$ cat config.mk
export PLATFORM = sky130hd
export DESIGN_NAME = cal_flags_seq
export DESIGN_NICKNAME = d
export VERILOG_FILES = /design/src/rtl/alu_pkg.sv /design/src/rtl/flag_stack.sv /design/src/rtl/cal_flags_seq.sv
export SDC_FILE = /design/constraint.sdc
export NUM_CORES = 1
export LEC_CHECK = 0
export ABC_AREA = 1
export CORE_ASPECT_RATIO = 2
export CORE_MARGIN = 10
export CORE_UTILIZATION = 25
export DETAILED_ROUTE_END_ITERATION = 6
export MAX_ROUTING_LAYER = met4
export PLACE_DENSITY = 0.73
export SYNTH_ARGS = -nofsm -noshare
export SYNTH_HDL_FRONTEND = slang
export SYNTH_HIERARCHICAL = 1
export SYNTH_SLANG_ARGS = --single-unit
$ cat constraint.sdc
create_clock -name clk -period 3 [get_ports clk]
set_input_delay 0.75 -clock clk [delete_from_list [all_inputs] [get_ports clk]]
set_output_delay 0.75 -clock clk [all_outputs]
set_load 0.005 [all_outputs]
$ cat src/rtl/alu_pkg.sv
`default_nettype none
// ============================================================================
// Module      : alu_pkg
// Description : Shared ALU opcodes and condition-flag bit positions.
// Revision    : 1.0 - initial release
// ============================================================================
package alu_pkg;

    localparam logic [2:0] OP_ADD = 3'b110;
    localparam logic [2:0] OP_SUB = 3'b111;

    localparam int FLAG_C = 3;
    localparam int FLAG_N = 2;
    localparam int FLAG_Z = 1;
    localparam int FLAG_V = 0;

    typedef logic [3:0] flags_t;

endpackage
`default_nettype wire

$ cat src/rtl/flag_stack.sv
`default_nettype none
// ============================================================================
// Module      : flag_stack
// Description : DEPTH-entry LIFO for condition flags, top entry always at slot 0.
// Revision    : 1.0 - initial release
// ============================================================================
module flag_stack #(
    parameter int DEPTH = 4,
    parameter int DW    = 4
) (
    input  logic          clk,
    input  logic          reset_n,
    input  logic          push,
    input  logic          pop,
    input  logic [DW-1:0] din,
    output logic [DW-1:0] dout,
    output logic          full,
    output logic          empty,
    output logic          err
);

    localparam int PW = $clog2(DEPTH + 1);
    localparam logic [PW-1:0] c_full_ptr = PW'(DEPTH);

    logic [DW-1:0] r_mem [DEPTH];
    logic [PW-1:0] r_ptr;
    logic [PW-1:0] w_ptr_nxt;
    logic          r_full;
    logic          r_empty;
    logic          r_err;
    logic          w_err;
    logic          w_do_push;
    logic          w_do_pop;

    always_comb begin
        w_err     = (push && pop) || (push && r_full) || (pop && r_empty);
        w_do_push = push && !pop && !r_full;
        w_do_pop  = pop && !push && !r_empty;
        w_ptr_nxt = r_ptr;
        if (w_do_push)
            w_ptr_nxt = r_ptr + 1'b1;
        else if (w_do_pop)
            w_ptr_nxt = r_ptr - 1'b1;
    end

    // Shift-register organisation keeps the top of stack at a fixed slot.
    always_ff @(posedge clk or negedge reset_n) begin
        if (!reset_n) begin
            r_ptr   <= '0;
            r_full  <= 1'b0;
            r_empty <= 1'b1;
            r_err   <= 1'b0;
            for (int i = 0; i < DEPTH; i++)
                r_mem[i] <= '0;
        end else begin
            r_ptr   <= w_ptr_nxt;
            r_full  <= (w_ptr_nxt == c_full_ptr);
            r_empty <= (w_ptr_nxt == '0);
            r_err   <= w_err;
            if (w_do_push) begin
                r_mem[0] <= din;
                for (int i = 1; i < DEPTH; i++)
                    r_mem[i] <= r_mem[i-1];
            end else if (w_do_pop) begin
                for (int i = 0; i < DEPTH - 1; i++)
                    r_mem[i] <= r_mem[i+1];
                r_mem[DEPTH-1] <= '0;
            end
        end
    end

    assign dout  = r_mem[0];
    assign full  = r_full;
    assign empty = r_empty;
    assign err   = r_err;

endmodule
`default_nettype wire

$ cat src/rtl/cal_flags_seq.sv
`default_nettype none
// ============================================================================
// Module      : cal_flags_seq
// Description : Registered ALU condition flags with sticky overflow and save stack.
// Revision    : 1.0 - initial release
// ============================================================================
module cal_flags_seq
    import alu_pkg::*;
#(
    parameter int WIDTH = 32,
    parameter int DEPTH = 4
) (
    input  logic             clk,
    input  logic             reset_n,
    input  logic             in_valid,
    input  logic [2:0]       op,
    input  logic [WIDTH-1:0] a,
    input  logic [WIDTH-1:0] b,
    input  logic [WIDTH-1:0] result,
    input  logic             co_add,
    input  logic             co_sub,
    input  logic             clr_sticky,
    input  logic             push,
    input  logic             pop,
    output logic             c,
    output logic             n,
    output logic             z,
    output logic             v,
    output logic             vs,
    output logic             out_valid,
    output logic             stk_full,
    output logic             stk_empty,
    output logic             stk_err
);

    flags_t r_flags;
    flags_t w_flags;
    flags_t w_stk_dout;
    logic   r_vs;
    logic   r_out_valid;
    logic   w_is_add;
    logic   w_is_sub;
    logic   w_sa;
    logic   w_sb;
    logic   w_sr;
    logic   w_pop_ok;
    logic   w_unused;

    assign w_unused = ^{a[WIDTH-2:0], b[WIDTH-2:0]};

    always_comb begin
        w_is_add = (op == OP_ADD);
        w_is_sub = (op == OP_SUB);
        w_sa     = a[WIDTH-1];
        w_sb     = b[WIDTH-1];
        w_sr     = result[WIDTH-1];
        w_flags         = '0;
        w_flags[FLAG_N] = w_sr;
        w_flags[FLAG_Z] = (result == '0);
        if (w_is_add) begin
            w_flags[FLAG_C] = co_add;
            w_flags[FLAG_V] = (w_sa == w_sb) && (w_sr != w_sa);
        end else if (w_is_sub) begin
            w_flags[FLAG_C] = co_sub;
            w_flags[FLAG_V] = (w_sa != w_sb) && (w_sr != w_sa);
        end
    end

    // Mirrors the stack's own acceptance rule: a pop only lands when it is legal.
    assign w_pop_ok = pop && !push && !stk_empty;

    always_ff @(posedge clk or negedge reset_n) begin
        if (!reset_n) begin
            r_flags     <= 4'b0010;
            r_vs        <= 1'b0;
            r_out_valid <= 1'b0;
        end else begin
            if (w_pop_ok) begin
                r_flags     <= w_stk_dout;
                r_out_valid <= 1'b0;
            end else if (in_valid) begin
                r_flags     <= w_flags;
                r_out_valid <= 1'b1;
            end else begin
                r_out_valid <= 1'b0;
            end

            if (in_valid && !w_pop_ok && w_flags[FLAG_V])
                r_vs <= 1'b1;
            else if (clr_sticky)
                r_vs <= 1'b0;
        end
    end

    flag_stack #(
        .DEPTH (DEPTH),
        .DW    (4)
    ) u_flag_stack (
        .clk     (clk),
        .reset_n (reset_n),
        .push    (push),
        .pop     (pop),
        .din     (r_flags),
        .dout    (w_stk_dout),
        .full    (stk_full),
        .empty   (stk_empty),
        .err     (stk_err)
    );

    assign c         = r_flags[FLAG_C];
    assign n         = r_flags[FLAG_N];
    assign z         = r_flags[FLAG_Z];
    assign v         = r_flags[FLAG_V];
    assign vs        = r_vs;
    assign out_valid = r_out_valid;

endmodule
`default_nettype wire
==> flow_metrics.tcl <==
set metrics [dict create \
    status "complete, no violations" \
    clockBufferDepth 2 \
    startpoint_type "input pin" \
    hold_ws_ps 483 \
    crit_type "input pin to register" \
    cts.repair_timing.setup_buffer_count 0 \
    chipWidth_um 76.1 \
    syn-cell-area_um2 1570 \
    timing.max_slew.rel_slack_pct 76.5 \
    most_frequently_used_cell_type_in_the_post_synthesis_netlist "nand2_1" \
    final_max_slew_viol_count 0 \
    clock_tree.htree_level_count 1 \
    initial_utilization_pct 26.0 \
    routedWlPerCell_um 11.3 \
    cts_inserted_buffers 3 \
    post_synth_most_frequent_cells "53 x nand2_1, 27 x inv_1, 26 x dfrtp_1" \
    timing.critical_path.max_delay_family "buffers and inverters" \
    endpoint_kind "register" \
    crit_arrival_ps 2300 \
    synth_top_area_share_pct 41.4 \
    post_synth_cell_types 25 \
    grt_util_all_layers_pct 8.11 \
    cellLeakagePower_nw 1.04 \
    drtPass1Iterations 4 \
    clock_slew_at_reported_path_ffs_ps 70 \
    detailedRoute.firstIterationViolations 53 \
    initial_antenna_violation_count 0 \
    asyncSetResetFlopFracSynth_pct 100 \
    crit_buf_inv 2 \
    total_i_o_pin_count 116 \
    drt-vias-per-instance 4.23 \
    critPathSlowestCell "clkdlybuf4s50_1" \
    cts.root.buffer_cell "clkbuf_16" \
    dr_total_vias 1437 \
    n_fill_cell 633 \
    clock_sinks 28 \
    crit_path_cell_trace "clkdlybuf4s50_1, nand3_2, nand2_4, inv_1, nand2_1, o211ai_1" \
    synth.avg_cell_area_um2 7.67 \
    grt_max_degree 29 \
    count_of_nets_left_with_antenna_violations_after_detail_routing 0 \
    multiInputGateArea_um2 698 \
    synth_top_flop_cell "dfrtp_1" \
    totalPowerFinal_mw 1.46 \
    synthDominantAreaCellType "dfrtp_1" \
    worst_hold_class "register to register" \
    cap_violations 0 \
    ys_warn_count 6 \
    gp_congestion 0.752 \
    ys_top_cells_by_area "dfrtp_1 41%, nand2_1 13%, inv_1 6.4%" \
    routed_wl_um 3830 \
    critical_path_peak_fanout 12 \
    core_area_um2 6060 \
    regArea_um2 703 \
    cts-resized-gates 0 \
    clock_insertion_delay_worst_skew_ps 270 \
    syn2layout_area_growth_pct 42.9 \
    die_area_um2 10000 \
    postCtsHoldBufs 0 \
    critical_path_required_ps 3140 \
    final.min_clock_period_ps 2160 \
    worst_ir_drop_vdd_uv 279 \
    final_worst_path_cycle_share_pct 72.1 \
    yosysSeqAreaShare_pct 44.7 \
    tritoncts "done" \
    drive_gt1_share_pct 8.98 \
    die-height_um 132 \
    antennaDiodeCount 0 \
    drc_viols 0 \
    unrepaired_setup_endpoints_after_global_routing "no" \
    synth.ff_latch_count 28 \
    setup_viol_count_final 0 \
    max_freq_ghz 0.463 \
    report.final.hold_viol_count 0 \
    post_synth_edffs 0 \
    fin_nets 366 \
    finalSetupTns_ps 0 \
    cellPowerDensity_nw_per_um2 652 \
    final.setup_skew_ps 4.67 \
    syn_inst 205 \
    place.port_buffers 53 \
    crit_path_max_incr_delay_ps 640 \
    finish.utilization_pct 37.1 \
    max_slew.worst_pin.slew_ps 353 \
    overflow 0 \
    detailed_place_hpwl_um 3010 \
    num_rows 40 \
    vias_in_the_first_global_route 1511 \
    global_route_wire_length_before_repair_um 6610 \
    syn_nets 314 \
]
[final timing paths]
kind                                     from              endpoint  cells past startpoint  slack (ps)
min                                        vs                    vs                      2         480
max                                       pop  u_flag_stack/dout[1]                      6         840
max reg2reg                u_flag_stack/empty  u_flag_stack/dout[1]                      6        1430
min in group asynchronous             reset_n      u_flag_stack/err                      2         860
max in group asynchronous             reset_n    u_flag_stack/empty                      2        1840
min reg2reg                                vs                    vs                      2         480
[power by group]
part	switching (mW)	total, mW	internal (mW)
Clock	0.130	0.335	0.205
Combinational	0.273	0.512	0.239
Sequential	0.0887	0.617	0.528
[layout make-up]
| type | count | share of cell area, % |
|---|---|---|
| clock buffers | 4 | 3.96 |
| inverters | 30 | 5.01 |
| multi-input cells | 140 | 31.1 |
| flip-flops and latches | 28 | 31.3 |
| well taps | 84 | 4.68 |
| repair buffers | 54 | 24.0 |
[placed cells by master, fill, tap and decap left out]
cell type / instances
nor2_1: 24
inv_2: 3
clkdlybuf4s50_1: 53
nand3b_4: 1
nand3_1: 10
a21oi_1: 6
xor2_1: 1
nand4_1: 2
o21ai_1: 2
o21bai_1: 1
nand2_1: 53
clkbuf_16: 3
dfstp_2: 2
nor2_2: 2
inv_1: 27
or2_0: 1
xnor2_1: 2
dfrtp_1: 26
nand3_2: 3
clkbuf_8: 1
o211ai_1: 4
ha_1: 2
nand2_4: 2
o21ai_0: 19
buf_4: 1
nand2_2: 5
[through the flow]
step | cells | area, um2 | setup slack, ps
global placement | 336 | 2160 | 565
CTS | 340 | 2250 | 824
finish | 340 | 2250 | 838
floorplan | 205 | 1570 | 1530
detailed placement | 336 | 2160 | 559
global route | 340 | 2250 | 677
[worst register-to-register path, delay by kind of cell (launching register included)]
family                 cells  cell delay (ps)
flip-flops                 1              580
AND/OR/NAND/NOR            3              500
buffers and inverters      2              310
AO/OA/AOI/OAI              1               90
[cell families (layout without fill, tap and decap cells)]
kind of cell | after synthesis | in the layout | share of synthesized area [%]
and+or+nand+nor | 103 | 103 | 30.2
buffers and inverters | 37 | 88 | 10.8
AOI/OAI and AO/OA | 32 | 32 | 11.0
DFF | 28 | 28 | 44.7
xor gates and xnor gates | 3 | 3 | 1.67
adders and majority gates | 2 | 2 | 1.59
[sequential cells by signal (all words and copies together), names as in the netlist]
| name | cells |
|---|---|
| out_valid | 1 |
| r_flags | 4 |
| u_flag_stack/dout | 4 |
| u_flag_stack/empty | 1 |
| u_flag_stack/err | 1 |
| u_flag_stack/full | 1 |
| u_flag_stack/r_mem | 12 |
| u_flag_stack/r_ptr | 3 |
| vs | 1 |
[metal layers]
layer	vias up	wire (um)	share of wire, %	track usage (%)
li1	738	-	-	-
met1	640	1550	40	8.39
met2	54	1960	51	13.5
met3	5	255	6.7	2.94
met4	0	67	1.8	3.43
met5	-	0	0	-
Note: power is estimated with default switching activity, not from simulation.
